### src/rtl/vga_draw_arbiter_pkg.sv
// Shared constants and FSM encoding for the VGA draw arbiter; also used to
// configure main and the vga_adapter. Optional build macro: VGA_DRAW_CLEAR_ON_RESET_EN.
package vga_draw_pkg;

    localparam int DEF_N     = 4;
    localparam int DEF_XW    = 8;
    localparam int DEF_YW    = 7;
    localparam int DEF_CW    = 3;
    localparam int DEF_H_RES = 160;
    localparam int DEF_V_RES = 120;

    typedef enum logic [1:0] {
        ST_IDLE  = 2'd0,
        ST_DRAW  = 2'd1,
        ST_FIN   = 2'd2,
        ST_CLEAR = 2'd3
    } state_e;

    // Index width for an n-way selector; a single requester still needs one bit.
    function automatic int idx_w(int n);
        return (n > 1) ? $clog2(n) : 1;
    endfunction

endpackage

### src/rtl/vga_draw_arbiter_if.sv
// Requester-side rectangle requests plus the shared pixel-write port.
// The master modport is the game logic / adapter side, slave is the arbiter.
interface vga_draw_arbiter_if #(
    parameter int N  = 4,
    parameter int XW = 8,
    parameter int YW = 7,
    parameter int CW = 3
);
    logic [N-1:0]    req;
    logic [N*XW-1:0] rect_x;
    logic [N*YW-1:0] rect_y;
    logic [N*XW-1:0] rect_w;
    logic [N*YW-1:0] rect_h;
    logic [N*CW-1:0] rect_colour;
    logic [N-1:0]    grant;
    logic [N-1:0]    done;
    logic            busy;
    logic [XW-1:0]   vga_x;
    logic [YW-1:0]   vga_y;
    logic [CW-1:0]   vga_colour;
    logic            vga_plot;

    modport master (
        output req, rect_x, rect_y, rect_w, rect_h, rect_colour,
        input  grant, done, busy, vga_x, vga_y, vga_colour, vga_plot
    );

    modport slave (
        input  req, rect_x, rect_y, rect_w, rect_h, rect_colour,
        output grant, done, busy, vga_x, vga_y, vga_colour, vga_plot
    );
endinterface

### src/rtl/vga_draw_arbiter_rr_arbiter.sv
// Combinational round-robin pick: first request at or above the pointer,
// wrapping around. The pointer register is owned by the parent.
module rr_arbiter #(
    parameter int N  = 4,
    parameter int IW = 2
) (
    input  logic [N-1:0]  req_i,
    input  logic [IW-1:0] ptr_i,
    output logic [N-1:0]  gnt_o,
    output logic [IW-1:0] idx_o,
    output logic          vld_o
);

    int j;

    always_comb begin
        gnt_o = '0;
        idx_o = '0;
        vld_o = 1'b0;
        j     = 0;
        for (int k = 0; k < N; k++) begin
            j = int'(ptr_i) + k;
            if (j >= N) j = j - N;
            if (!vld_o && req_i[j]) begin
                vld_o    = 1'b1;
                gnt_o[j] = 1'b1;
                idx_o    = IW'(j);
            end
        end
    end

endmodule

### src/rtl/vga_draw_arbiter.sv
// Shares one VGA pixel-write port between N rectangle-fill requesters.
// Optional build macro: VGA_DRAW_CLEAR_ON_RESET_EN (blank the screen after reset).
module vga_draw_arbiter
    import vga_draw_pkg::*;
#(
    parameter int N     = DEF_N,
    parameter int XW    = DEF_XW,
    parameter int YW    = DEF_YW,
    parameter int CW    = DEF_CW,
    parameter int H_RES = DEF_H_RES,
    parameter int V_RES = DEF_V_RES
) (
    input  logic               clock,
    input  logic               resetn,
    vga_draw_arbiter_if.slave  bus
);

    localparam int IW = idx_w(N);
`ifdef VGA_DRAW_CLEAR_ON_RESET_EN
    localparam state_e RESET_STATE = ST_CLEAR;
`else
    localparam state_e RESET_STATE = ST_IDLE;
`endif

    state_e          state_q, state_d;
    logic [IW-1:0]   ptr_q, ptr_d;
    logic [IW-1:0]   sel_q, sel_d;
    logic [N-1:0]    grant_q, grant_d;
    logic [N-1:0]    done_q, done_d;
    logic [XW-1:0]   x0_q, x0_d, w_q, w_d, cx_q, cx_d;
    logic [YW-1:0]   y0_q, y0_d, h_q, h_d, cy_q, cy_d;
    logic [CW-1:0]   col_q, col_d;
    logic [XW-1:0]   vga_x_q, vga_x_d;
    logic [YW-1:0]   vga_y_q, vga_y_d;
    logic [CW-1:0]   vga_colour_q, vga_colour_d;
    logic            vga_plot_q, vga_plot_d;

    logic [N-1:0]    pick_gnt;
    logic [IW-1:0]   pick_idx;
    logic            pick_vld;
    logic [XW:0]     sum_x;
    logic [YW:0]     sum_y;

    // Coordinates are summed one bit wider so off-screen pixels are detected, not wrapped.
    function automatic logic on_screen(logic [XW:0] sx, logic [YW:0] sy);
        return (sx < (XW+1)'(H_RES)) && (sy < (YW+1)'(V_RES));
    endfunction

    rr_arbiter #(
        .N  (N),
        .IW (IW)
    ) u_rr (
        .req_i (bus.req),
        .ptr_i (ptr_q),
        .gnt_o (pick_gnt),
        .idx_o (pick_idx),
        .vld_o (pick_vld)
    );

    always_ff @(posedge clock or negedge resetn) begin
        if (!resetn) begin
            state_q      <= RESET_STATE;
            ptr_q        <= '0;
            sel_q        <= '0;
            grant_q      <= '0;
            done_q       <= '0;
            x0_q         <= '0;
            y0_q         <= '0;
            w_q          <= '0;
            h_q          <= '0;
            cx_q         <= '0;
            cy_q         <= '0;
            col_q        <= '0;
            vga_x_q      <= '0;
            vga_y_q      <= '0;
            vga_colour_q <= '0;
            vga_plot_q   <= 1'b0;
        end else begin
            state_q      <= state_d;
            ptr_q        <= ptr_d;
            sel_q        <= sel_d;
            grant_q      <= grant_d;
            done_q       <= done_d;
            x0_q         <= x0_d;
            y0_q         <= y0_d;
            w_q          <= w_d;
            h_q          <= h_d;
            cx_q         <= cx_d;
            cy_q         <= cy_d;
            col_q        <= col_d;
            vga_x_q      <= vga_x_d;
            vga_y_q      <= vga_y_d;
            vga_colour_q <= vga_colour_d;
            vga_plot_q   <= vga_plot_d;
        end
    end

    always_comb begin
        state_d = state_q;
        ptr_d   = ptr_q;
        sel_d   = sel_q;
        grant_d = grant_q;
        x0_d    = x0_q;
        y0_d    = y0_q;
        w_d     = w_q;
        h_d     = h_q;
        cx_d    = cx_q;
        cy_d    = cy_q;
        col_d   = col_q;
        case (state_q)
            ST_IDLE: begin
                if (pick_vld) begin
                    sel_d   = pick_idx;
                    grant_d = pick_gnt;
                    x0_d    = bus.rect_x[int'(pick_idx)*XW +: XW];
                    y0_d    = bus.rect_y[int'(pick_idx)*YW +: YW];
                    w_d     = bus.rect_w[int'(pick_idx)*XW +: XW];
                    h_d     = bus.rect_h[int'(pick_idx)*YW +: YW];
                    col_d   = bus.rect_colour[int'(pick_idx)*CW +: CW];
                    cx_d    = '0;
                    cy_d    = '0;
                    state_d = (w_d == '0 || h_d == '0) ? ST_FIN : ST_DRAW;
                end
            end
            ST_DRAW: begin
                if (cx_q == w_q - 1'b1) begin
                    cx_d = '0;
                    if (cy_q == h_q - 1'b1) state_d = ST_FIN;
                    else                    cy_d = cy_q + 1'b1;
                end else begin
                    cx_d = cx_q + 1'b1;
                end
            end
            ST_FIN: begin
                grant_d = '0;
                ptr_d   = (int'(sel_q) == N-1) ? '0 : sel_q + 1'b1;
                state_d = ST_IDLE;
            end
`ifdef VGA_DRAW_CLEAR_ON_RESET_EN
            ST_CLEAR: begin
                if (cx_q == XW'(H_RES-1)) begin
                    cx_d = '0;
                    if (cy_q == YW'(V_RES-1)) begin
                        cy_d    = '0;
                        state_d = ST_IDLE;
                    end else begin
                        cy_d = cy_q + 1'b1;
                    end
                end else begin
                    cx_d = cx_q + 1'b1;
                end
            end
`endif
            default: state_d = ST_IDLE;
        endcase
    end

    // Outputs are registered from next-state values, so the first pixel shows
    // the cycle right after the request is sampled.
    always_comb begin
        sum_x        = {1'b0, x0_d} + {1'b0, cx_d};
        sum_y        = {1'b0, y0_d} + {1'b0, cy_d};
        vga_x_d      = vga_x_q;
        vga_y_d      = vga_y_q;
        vga_colour_d = vga_colour_q;
        vga_plot_d   = 1'b0;
        done_d       = (state_d == ST_FIN) ? grant_d : '0;
        if (state_d == ST_DRAW) begin
            vga_x_d      = sum_x[XW-1:0];
            vga_y_d      = sum_y[YW-1:0];
            vga_colour_d = col_d;
            vga_plot_d   = on_screen(sum_x, sum_y);
        end
`ifdef VGA_DRAW_CLEAR_ON_RESET_EN
        if (state_q == ST_CLEAR) begin
            vga_x_d      = cx_q;
            vga_y_d      = cy_q;
            vga_colour_d = '0;
            vga_plot_d   = 1'b1;
        end
`endif
    end

    assign bus.grant      = grant_q;
    assign bus.done       = done_q;
    // The last clear pixel is still on the port during the first IDLE cycle.
    assign bus.busy       = (state_q != ST_IDLE) || vga_plot_q;
    assign bus.vga_x      = vga_x_q;
    assign bus.vga_y      = vga_y_q;
    assign bus.vga_colour = vga_colour_q;
    assign bus.vga_plot   = vga_plot_q;

endmodule

### src/flat_wrapper.sv
// flat-port wrapper written by rule: the top's interface ports become plain ports
module vga_draw_arbiter_flat import vga_draw_pkg::*;
#(
    parameter int N     = DEF_N,
    parameter int XW    = DEF_XW,
    parameter int YW    = DEF_YW,
    parameter int CW    = DEF_CW,
    parameter int H_RES = DEF_H_RES,
    parameter int V_RES = DEF_V_RES
)
  (clock, resetn, bus_req, bus_rect_x, bus_rect_y, bus_rect_w, bus_rect_h, bus_rect_colour, bus_grant, bus_done, bus_busy, bus_vga_x, bus_vga_y, bus_vga_colour, bus_vga_plot);
  vga_draw_arbiter_if #(.N(N), .XW(XW), .YW(YW), .CW(CW)) bus_i ();
  input  logic clock;
  input  logic resetn;
  input wire logic [$bits(bus_i.req)-1:0] bus_req;
  input wire logic [$bits(bus_i.rect_x)-1:0] bus_rect_x;
  input wire logic [$bits(bus_i.rect_y)-1:0] bus_rect_y;
  input wire logic [$bits(bus_i.rect_w)-1:0] bus_rect_w;
  input wire logic [$bits(bus_i.rect_h)-1:0] bus_rect_h;
  input wire logic [$bits(bus_i.rect_colour)-1:0] bus_rect_colour;
  output wire logic [$bits(bus_i.grant)-1:0] bus_grant;
  output wire logic [$bits(bus_i.done)-1:0] bus_done;
  output wire logic [$bits(bus_i.busy)-1:0] bus_busy;
  output wire logic [$bits(bus_i.vga_x)-1:0] bus_vga_x;
  output wire logic [$bits(bus_i.vga_y)-1:0] bus_vga_y;
  output wire logic [$bits(bus_i.vga_colour)-1:0] bus_vga_colour;
  output wire logic [$bits(bus_i.vga_plot)-1:0] bus_vga_plot;
  assign bus_i.req = bus_req;
  assign bus_i.rect_x = bus_rect_x;
  assign bus_i.rect_y = bus_rect_y;
  assign bus_i.rect_w = bus_rect_w;
  assign bus_i.rect_h = bus_rect_h;
  assign bus_i.rect_colour = bus_rect_colour;
  assign bus_grant = bus_i.grant;
  assign bus_done = bus_i.done;
  assign bus_busy = bus_i.busy;
  assign bus_vga_x = bus_i.vga_x;
  assign bus_vga_y = bus_i.vga_y;
  assign bus_vga_colour = bus_i.vga_colour;
  assign bus_vga_plot = bus_i.vga_plot;
  vga_draw_arbiter #(.N(N), .XW(XW), .YW(YW), .CW(CW), .H_RES(H_RES), .V_RES(V_RES)) u_core (.clock(clock), .resetn(resetn), .bus(bus_i));
endmodule
### config.mk
export PLATFORM = sky130hd
export DESIGN_NAME = vga_draw_arbiter_flat
export DESIGN_NICKNAME = d
export VERILOG_FILES = /design/src/rtl/vga_draw_arbiter_pkg.sv /design/src/rtl/vga_draw_arbiter_if.sv /design/src/rtl/vga_draw_arbiter_rr_arbiter.sv /design/src/rtl/vga_draw_arbiter.sv /design/src/flat_wrapper.sv
export SDC_FILE = /design/constraint.sdc
export NUM_CORES = 1
export LEC_CHECK = 0
export ABC_AREA = 1
export BUFFER_PORTS_ARGS = -buffer_cell sky130_fd_sc_hd__buf_2
export CAP_MARGIN = 20
export CORE_AREA = 3 3 99 149
export CTS_CLUSTER_SIZE = 24
export DETAILED_ROUTE_END_ITERATION = 6
export DIE_AREA = 0 0 102 152
export PLACE_DENSITY = 0.72
export SLEW_MARGIN = 25
export SYNTH_ARGS = -nofsm -noshare
export SYNTH_HDL_FRONTEND = slang
export SYNTH_SLANG_ARGS = --single-unit
### constraint.sdc
create_clock -name clock -period 11.5 [get_ports clock]
set_clock_uncertainty 0.2 [all_clocks]
set_input_delay 2.3 -clock clock [delete_from_list [all_inputs] [get_ports clock]]
set_output_delay 2.3 -clock clock [all_outputs]
set_load 0.05 [all_outputs]
==> results of run 1 <==
[logic make-up after synthesis]
group / after synthesis / synth area share (%)
AND/OR/NAND/NOR: 458 / 34.73
flip-flops: 81 / 34.03
AO/OA/AOI/OAI: 124 / 13.11
buffers and inverters: 111 / 8.592
adder cells (fa/ha/maj): 26 / 5.714
XOR/XNOR: 26 / 3.823
[metrics by stage]
stage	power [uW]	instance area, um^2
after global placement	371.8	6798
after global routing	711.2	7131
after floorplan	336.2	5956
final	680.7	7131
after CTS	686.4	7127
after detailed placement	371.6	6798
[worst max path at each step]
| stage | from | end | slack, ns | cells past startpoint |
|---|---|---|---|---|
| after CTS | bus_req[1] | u_core.bus.vga_plot | 4.97 | 24 |
| after global placement | bus_req[3] | u_core.bus.vga_plot | 4.74 | 24 |
| after global routing | bus_req[1] | u_core.bus.vga_plot | 4.46 | 24 |
| after floorplan | bus_req[1] | u_core.bus.vga_plot | 5.76 | 26 |
| after detailed placement | bus_req[1] | u_core.bus.vga_plot | 4.64 | 24 |
| final | bus_req[1] | u_core.bus.vga_plot | 4.95 | 24 |
[per-layer routing]
layer / part of all wire (%) / vias to the layer above
li1: - / 3004
met1: 45 / 2624
met2: 48 / 189
met3: 6.1 / 19
met4: 1.7 / 0
met5: 0 / -
[report_power, final]
| group | internal, uW | switching, uW |
|---|---|---|
| registers | 285 | 0 |
| clock network | 197 | 118 |
| logic | 31.9 | 49.2 |
| total | 514 | 167 |
[worst reg2reg max path: stages (launching register included)]
cell and delay (ns):
dfrtp_1 0.51, inv_2 0.18, ha_1 0.42, inv_1 0.13
nand2_2 0.10, nand2_4 0.08, nor2_8 0.13, nand3_4 0.17
nand2_2 0.09, buf_4 0.47, inv_1 0.55, a31oi_1 0.30
a32o_1 0.15, nand2_1 0.07, ha_1 0.21, fa_1 0.40
a31oi_1 0.26, o21ai_0 0.11, a21o_1 0.18, xor2_1 0.14
inv_1 0.08, a21oi_1 0.08, nor3_1 0.20, nand3_2 0.10
a21oi_2 0.13
[area by class of cell]
class                   count  area (um^2)
clock buffers              10        239.0
inverters                  80        307.8
clock inverters             6        90.09
flip-flops and latches     81         2027
repair buffers            167        847.1
fillers                  1323         6402
well taps                 162        202.7
multi-input cells         634         3417
[cell usage in the layout, fill, tap and decap left out, drive strengths merged, types with 2 or more instances in the layout]
cell    synthesis  routed
nand2         255     255
buf            17     167
nand3          95      95
nor2           85      85
dfrtp          81      81
inv            80      81
o21ai          47      47
a21oi          28      28
ha             24      24
xor2           16      16
nor3           14      14
a31oi          13      13
o22ai          13      13
xnor2          10      10
clkbuf         14      10
a22o            6       6
nand4           5       5
o221ai          5       5
o21a            4       4
a32o            2       2
o211ai          2       2
fa              2       2
bufinv          0       2
nand3b          2       2
clkinv          0       2
[flip-flops by register name (all words and copies together) (netlist names)]
| name | count |
|---|---|
| u_core.bus.grant | 4 |
| u_core.col_q | 3 |
| u_core.bus.vga_colour | 3 |
| u_core.x0_q | 8 |
| u_core.bus.vga_x | 8 |
| u_core.state_q | 2 |
| u_core.w_q | 8 |
| u_core.bus.vga_y | 7 |
| u_core.y0_q | 7 |
| u_core.ptr_q | 2 |
| u_core.cx_q | 8 |
| u_core.h_q | 7 |
| u_core.sel_q | 2 |
| u_core.cy_q | 7 |
| u_core.bus.done | 4 |
| u_core.bus.vga_plot | 1 |
==> results by group, run 1 <==
Worst setup path
  – WS Path Type: in2reg
  – Worst R2R Setup Slack: 5.98 ns
  – Crit Reg-Reg Startpoint: u_core.ptr_q[0]
  – CP arrival: approximately 6.6 ns
  – Worst Reg2Reg Path Length in Cells: 24
  – Slowest-stage cell, CP: inv_1
  – Slowest stage delay, CP: 0.53 ns
  – Reg2reg end: u_core.bus.vga_plot
  – Crit path max fanout: 63
  – Worst path cell trace: buf_2 -> inv_1 -> nand2_1 -> nand3_2 -> nand2_4 -> nor2_8 -> nand3_4 -> nand2_2 -> buf_4 -> inv_1 -> a31oi_1 -> a32o_1 -> nand2_1 -> ha_1 -> fa_1 -> a31oi_1 -> o21ai_0 -> a21o_1 -> xor2_1 -> inv_1 -> a21oi_1 -> nor3_1 -> nand3_2 -> a21oi_2
  – Crit path top cell by count: inv_1
  – Crit. End Element: flop
  – Startpoint types: input pin
  – Worst path top cell family by delay: buffers and inverters
  – Buf+Inv Stages, Crit Path: 5
  – Critical Path RT: around 12 ns

Hold path
  – Hold path depth: 2
  – Hold path startpoint: u_core.x0_q[0]
  – Hold WC Path Type: reg2reg
  – Hold EP: u_core.x0_q[0]

Clock network
  – Clock buffer depth: 2
  – Clock Latency Late Sink: 0.34 ns
  – Post CTS Setup Buffer Count: 0
  – # clock sinks: 81
  – H-tree depth: 3
  – Num CTS Buffers: 9
  – Post-CTS sizing: 0
  – Worst-path clk slew: about 0.060 ns
  – CTS root buf: clkbuf_16
  – CTS tree: done
  – CTS Hold Bufs: 0

STA
  – WHS: 0.2918 ns
  – Unrepaired setup endpoints after global routing: false
  – Setup TNS: 0 ns
  – Fmax: roughly 0.15 GHz
  – Max Slew Vio Count: 0
  – Worst slew pin tran: approximately 0.78 ns
  – Setup violations, final: 0
  – Part of the cycle the worst path needs: 56.92%
  – Fin crit period: 6.546 ns
  – Relative slew slack: a little under half
  – Final hold violations: 0
  – Final WS setup: 4.954 ns

Global routing
  – Met2 Use GR: roughly 36%
  – Met3 Use GR: under 10%
  – GRT met1 Usage: a little over a quarter
  – GRT Util Overall: 20.97%
  – Initial antenna violation count: 0
  – Global route overflow: 0
  – Vias in the first global route: approximately 5,600
  – First-pass GRT wire length: between 20,000 and 30,000 um
  – Largest net degree at the start of global routing: between 80 and 90
  – Top Usage Layer GRT: met2

Cells and area
  – Nets@finish: 1,137
  – Share of cells above drive strength 1: 24.74%
  – Cell Count, Final, Fillers Out: ~1,100
  – Inserted Diodes: 0
  – Area grow syn2layout: 19.73%
  – Post-layout util: 52.69%

Routing
  – Routed wire per std cell: 14.16 um
  – Pre-antenna DRT Iters: 5
  – Via density: around 5.1
  – DR DRC count: 0
  – DR vias: between 5,000 and 6,000
  – Final ANT Viol Nets: 0
  – DR iter-0 viols: 349
  – Post-Route WL: around 16,000 um

Placed design
  – Gpl congestion: 0.9262
  – Dpl ws: around 4.6 ns
  – Placed insts: around 1,100
  – Port bufs: approximately 170
  – DPL Wire Length: about 12,000 um

Die
  – I/O pin count: ~170
  – Overall die height: around 150 um
  – Initial core utilization: 44.01%
  – Row cnt: between 50 and 60
  – Die Outline Area: about 0.016 mm^2
  – Die X-Extent: approximately 100 um
  – Core area: 0.01353 mm^2

Yosys
  – Asr flop ratio synth: between 90% and 100%
  – Synth Instances: between 800 and 900
  – Avg Inst Size Synth: approximately 7.2 um^2
  – Synth Register Bits: 81
  – Seq/Total Area, Yosys: 34.03%
  – Main flop type after synthesis: dfrtp_1
  – Synthesized area: 0.005956 mm^2
  – Top cells by count, synth: 236 x nand2_1, 88 x nand3_1, 81 x dfrtp_1
  – Count leader, synth: nand2_1
  – Post-synth top area share: between 30% and 40%
  – Post-synth net total: just under 1,000
  – Ranking of synthesized cells by area: dfrtp_1 34%, nand2_1 15%, nand3_1 7.4%, ha_1 5.0%, inv_1 4.8%
  – Cell variety after synth: between 40 and 50
  – Yosys top cell by area: dfrtp_1
  – Number of synthesized flops with an enable pin: 0
  – YS warnings: 0

Pwr
  – Pwr Density: roughly 95 mW/mm^2
  – VDD IR max: roughly 0.074 mV
  – Cell leakage power: around 0.0038 uW

Status
  – Status: finished clean

Run
  – Max_cap viols: 0
Note: power is estimated with default switching activity, not from simulation.
==> run 2: changes to the inputs <==
PLACE_DENSITY = 0.75   (was 0.72)
clock period = 5.7 ns   (was 11.5 ns; I/O delays follow)
==> results by group, run 2 (synthesis results as in run 1) <==
Global routing
  – First-pass GRT wire length: 26,530 um (+1.0%)
  – Global route overflow: 0 (unchanged)
  – Initial antenna violation count: 0 (unchanged)
  – Vias in the first global route: 5,694 (+1.5%)
  – GRT Util Overall: 21.26% (+0.30 points)
  – Largest net degree at the start of global routing: 82 (unchanged)

Cells and area
  – Nets@finish: 1,142 (+0.44%)
  – Area grow syn2layout: 20.08%
  – Share of cells above drive strength 1: 24.92% (+0.18 points)
  – Cell Count, Final, Fillers Out: 1,145 (+0.44%)
  – Most frequent cells in the layout: 236 x nand2_1, 164 x buf_2, 88 x nand3_1
  – Inserted Diodes: 0 (unchanged)
  – Most common cell after layout, fill and taps aside: nand2_1

STA
  – Final hold violations: 0 (unchanged)
  – Part of the cycle the worst path needs: ~84%
  – Fmax: between 0.2 and 0.25 GHz
  – Setup violations, final: 0 (unchanged)
  – Worst slew pin tran: 0.7406 ns (-0.03897 ns)
  – Relative slew slack: 50.63% (+2.7 points)
  – Unrepaired setup endpoints after global routing: false
  – Fin crit period: about 4.8 ns
  – WHS: 0.2975 ns (+0.005725 ns)
  – Max Slew Vio Count: 0 (unchanged)
  – Setup TNS: 0 ns (unchanged)

Clock network
  – Clock buffer depth: 2 (unchanged)
  – Num CTS Buffers: 9 (unchanged)
  – Post CTS Setup Buffer Count: 0 (unchanged)
  – Post-CTS sizing: 0 (unchanged)
  – H-tree depth: 3 (unchanged)
  – CTS Hold Bufs: 0 (unchanged)
  – Worst-path clk slew: 0.06 ns (about the same)
  – Clock Latency Late Sink: 0.34 ns (about the same)
  – CTS root buf: clkbuf_16
  – # clock sinks: 81 (unchanged)
  – CTS tree: done

Worst setup path
  – Startpoint types: flop
  – Slowest stage delay, CP: 0.51 ns (-0.02 ns)
  – Slowest-stage cell, CP: dfrtp_1
  – Crit path max fanout: 20 (-68%)
  – Worst path top cell family by delay: simple AND/OR/NAND/NOR gates
  – CP arrival: 4.88 ns (-1.73 ns)
  – Crit. End Element: flop
  – Crit path top cell by count: a21oi_1
  – WS Path Type: reg2reg
  – Buf+Inv Stages, Crit Path: 3 (-2)
  – Critical Path RT: 5.77 ns (-5.80 ns)

Die
  – Row cnt: 52 (unchanged)
  – Die X-Extent: 102 um (unchanged)
  – Initial core utilization: 44.01% (unchanged)
  – Core area: 0.01353 mm^2 (unchanged)
  – Die Outline Area: 0.01550 mm^2 (unchanged)
  – I/O pin count: 166 (unchanged)
  – Overall die height: 152 um (unchanged)

Placed design
  – Port bufs: 165 (unchanged)
  – Gpl congestion: 0.8857 (-4.4%)
  – DPL Wire Length: 12,940 um (+5.3%)
  – Placed insts: 1,129 (+0.44%)

Hold path
  – Hold WC Path Type: reg2reg

Routing
  – Final ANT Viol Nets: 0 (unchanged)
  – DR DRC count: 0 (unchanged)
  – DR vias: 5,892 (+0.96%)
  – DR iter-0 viols: 309 (-11%)
  – Via density: 5.146 (+0.52%)
  – Routed wire per std cell: 14.40 um (+1.7%)
  – Post-Route WL: 16,480 um (+2.1%)
  – Pre-antenna DRT Iters: 5 (unchanged)

Run
  – Max_cap viols: 0 (unchanged)

Pwr
  – VDD IR max: 0.1418 mV (+93%)
  – Cell leakage power: 0.003844 uW (+0.28%)
  – Pwr Density: 188.8 mW/mm^2 (+98%)

Status
  – Status: finished clean
==> run 2: report_power, final <==
part | switching [uW] | internal (uW) | leakage, uW
logic | 101 | 65.8 | 0.00270
clock network | 226 | 383 | 0.000146
registers | 0 | 575 | 0.000999
==> run 2: worst reg2reg max path: stages, from the launching register on <==
cell and delay [ns]:
dfrtp_1 0.51, inv_2 0.17, ha_1 0.41, inv_1 0.17
nand3_1 0.11, o21ai_2 0.10, nand3b_2 0.20, nand3_2 0.11
nand2_4 0.25, inv_6 0.11, nor2_1 0.26, a31oi_1 0.08
a32o_1 0.22, nand2_1 0.08, ha_1 0.20, nand3_1 0.08
nand2_1 0.11, a21oi_1 0.08, o21ai_0 0.27, a21oi_1 0.10
o21ai_0 0.19, xor2_1 0.25, a21oi_1 0.07, nor3_1 0.19
nand3_2 0.10, a21oi_2 0.12
==> run 2: path summary, 6_finish.rpt <==
kind | depth (start not counted) | to | slack, ns | start
min | 2 | u_core.x0_q[0] | 0.30 | u_core.x0_q[0]
max reg2reg | 25 | u_core.bus.vga_plot | 0.89 | u_core.ptr_q[0]
min reg2reg | 2 | u_core.x0_q[0] | 0.30 | u_core.x0_q[0]
max | 25 | u_core.bus.vga_plot | 0.89 | u_core.ptr_q[0]
min in group asynchronous | 1 | u_core.bus.vga_y[3] | 0.61 | resetn
max in group asynchronous | 1 | u_core.h_q[1] | 4.15 | resetn
==> run 2: through the flow <==
step	utilization [%]	cell area [um^2]	power (uW)	setup WS [ns]
after floorplan	-	5956	678.3	1.120
after global placement	50.51	6835	753.4	0.7771
after detailed placement	50.51	6835	753.3	0.6925
after CTS	52.82	7148	1363	0.8830
after global routing	52.85	7152	1402	0.4405
final	52.85	7152	1350	0.8913
==> run 2: metal layers <==
metal | wire length (um) | track usage [%] | vias up
met2 | 7768 | 36.16 | 224
met3 | 1311 | 3.716 | 32
li1 | - | - | 3015
met4 | 456 | 7.567 | 0
met1 | 6947 | 26.66 | 2621
met5 | 0 | 0 | -
==> run 2: area by class of cell <==
class | count | area, um^2
clock buffers | 11 | 232.7
clock inverters | 5 | 80.08
fillers | 1337 | 6381
inverters | 80 | 307.8
multi-input cells | 634 | 3417
flip-flops and latches | 81 | 2027
well taps | 162 | 202.7
repair buffers | 172 | 884.6
==> run 3: changes to the inputs <==
PLACE_DENSITY = 0.72   (was 0.75)
clock period = 4.7 ns   (was 5.7 ns; I/O delays follow)
==> results by group, run 3 (synthesis results as in run 1) <==
Status
  – Status: finished clean

Worst setup path
  – Worst path cell trace: buf_2 -> inv_1 -> nand2_1 -> nand3_2 -> nand2_4 -> nor2_8 -> nand3_4 -> nand3_4 -> buf_4 -> nand2_1 -> a31oi_1 -> ha_1 -> a21oi_1 -> nand2_1 -> a21oi_1 -> o21ai_0 -> a21oi_1 -> o21ai_0 -> xor2_1 -> a21oi_1 -> nor3_1 -> nand3_2 -> a21oi_2
  – Critical Path RT: 4.77 ns (-1.00 ns)
  – Crit Reg-Reg Startpoint: u_core.ptr_q[0]
  – Worst setup startpoint: bus_req[3]
  – Slowest stage delay, CP: 0.32 ns (-0.19 ns)
  – Buf+Inv Stages, Crit Path: 3 (unchanged)
  – Crit path top cell by count: a21oi_1
  – Crit. End Element: flop
  – Slowest-stage cell, CP: ha_1
  – Worst path top cell family by delay: simple AND/OR/NAND/NOR gates
  – WS Path Type: in2reg
  – CP arrival: 4.31 ns (-0.57 ns)
  – Crit path max fanout: 20 (unchanged)
  – Startpoint types: input pin

Clock network
  – Post-CTS sizing: 0 (unchanged)
  – CTS root buf: clkbuf_16
  – Clock buffer depth: 2 (unchanged)
  – CTS tree: done
  – Num CTS Buffers: 9 (unchanged)
  – CTS Hold Bufs: 0 (unchanged)
  – # clock sinks: 81 (unchanged)
  – Worst-path clk slew: 0.06 ns (about the same)
  – Clock Latency Late Sink: 0.34 ns (about the same)
  – H-tree depth: 3 (unchanged)
  – Post CTS Setup Buffer Count: 0 (unchanged)

STA
  – Setup violations, final: 0 (unchanged)
  – WHS: 0.2865 ns (-0.01107 ns)
  – Fin crit period: between 4 and 5 ns
  – Relative slew slack: 51.48% (+0.85 points)
  – Worst slew pin tran: 0.7277 ns (-0.01281 ns)
  – Part of the cycle the worst path needs: approximately nine tenths
  – Final hold violations: 0 (unchanged)
  – Final WS setup: 0.4583 ns (-0.4329 ns)
  – Unrepaired setup endpoints after global routing: false
  – Max Slew Vio Count: 0 (unchanged)
  – Fmax: around 0.24 GHz
  – Setup TNS: 0 ns (unchanged)

Global routing
  – Initial antenna violation count: 0 (unchanged)
  – Global route overflow: 0 (unchanged)
  – Largest net degree at the start of global routing: 82 (unchanged)
  – First-pass GRT wire length: 26,810 um (+1.1%)
  – GRT Util Overall: 21.43% (+0.17 points)
  – Vias in the first global route: 5,671 (-0.40%)

Routing
  – Via density: 5.109 (-0.72%)
  – Pre-antenna DRT Iters: 5 (unchanged)
  – DR DRC count: 0 (unchanged)
  – Final ANT Viol Nets: 0 (unchanged)
  – DR iter-0 viols: 229 (-26%)
  – DR vias: 5,916 (+0.41%)
  – Post-Route WL: 16,640 um (+0.93%)
  – Routed wire per std cell: 14.37 um (-0.20%)

Pwr
  – VDD IR max: 0.1601 mV (+13%)
  – Cell leakage power: 0.003922 uW (+2.0%)
  – Pwr Density: 230.0 mW/mm^2 (+22%)

Die
  – Die X-Extent: 102 um (unchanged)
  – Core area: 0.01353 mm^2 (unchanged)
  – Die Outline Area: 0.01550 mm^2 (unchanged)
  – I/O pin count: 166 (unchanged)
  – Row cnt: 52 (unchanged)
  – Overall die height: 152 um (unchanged)
  – Initial core utilization: 44.01% (unchanged)

Hold path
  – Hold path startpoint: u_core.x0_q[0]
  – Hold WC Path Type: reg2reg

Cells and area
  – Post-route cell area: 0.007266 mm^2 (+1.6%)
  – Inserted Diodes: 0 (unchanged)
  – Post-layout util: 53.69% (+0.84 points)
  – Most common cell after layout, fill and taps aside: nand2_1
  – Area grow syn2layout: 22.00%
  – Most frequent cells in the layout: 236 x nand2_1, 164 x buf_2, 88 x nand3_1
  – Nets@finish: 1,155 (+1.1%)
  – Share of cells above drive strength 1: 26.10% (+1.2 points)

Placed design
  – Port bufs: 165 (unchanged)
  – Gpl congestion: 0.8589 (-3.0%)
  – Placed inst area: 0.006933 mm^2 (+1.4%)
  – DPL Wire Length: 12,860 um (-0.62%)
  – Dpl ws: 0.1679 ns (-0.5247 ns)

Run
  – Max_cap viols: 0 (unchanged)
## run 3: tightest hold or removal path: cells and delay by family, from the launching register on
kind	cells	cell delay, ns
DFF	1	0.33
and+or+nand+nor	2	0.12
## run 3: per-stage QoR
step / instances / power, uW
global placement: 1142 / 915.2
CTS: 1158 / 1688
floorplan: 826 / 822.7
detailed placement: 1142 / 915.4
finish: 1158 / 1671
global route: 1158 / 1735
## run 3: where the power goes
part	switching (uW)	internal, uW	leakage, uW
registers	0	697	0.000999
clock network	287	481	0.000159
logic	123	82.5	0.00276
## run 3: final timing paths
path / end / slack [ns] / depth (start not counted)
setup / recovery: u_core.bus.vga_plot / 0.46 / 23
hold / removal: u_core.x0_q[0] / 0.29 / 2
setup reg to reg: u_core.bus.vga_plot / 0.49 / 23
hold reg to reg: u_core.x0_q[0] / 0.29 / 2
max in group asynchronous: u_core.bus.done[3] / 3.36 / 1
min in group asynchronous: u_core.bus.vga_y[3] / 0.44 / 1
## run 3: layer usage
| metal | global-route usage, % | up-vias | share of wire (%) |
|---|---|---|---|
| li1 | - | 3042 | - |
| met1 | 28.42 | 2659 | 45 |
| met2 | 36.40 | 198 | 47 |
| met3 | 2.936 | 17 | 6.5 |
| met4 | 5.503 | 0 | 1.4 |
| met5 | 0 | - | 0 |
## run 3: final cells by class
cell class / count / area (um^2)
clock inverters: 6 / 90.09
inverters: 80 / 307.8
fillers: 1332 / 6267
clock buffers: 10 / 239.0
well taps: 162 / 202.7
repair buffers: 185 / 982.2
flip-flops and latches: 81 / 2027
multi-input cells: 634 / 3417
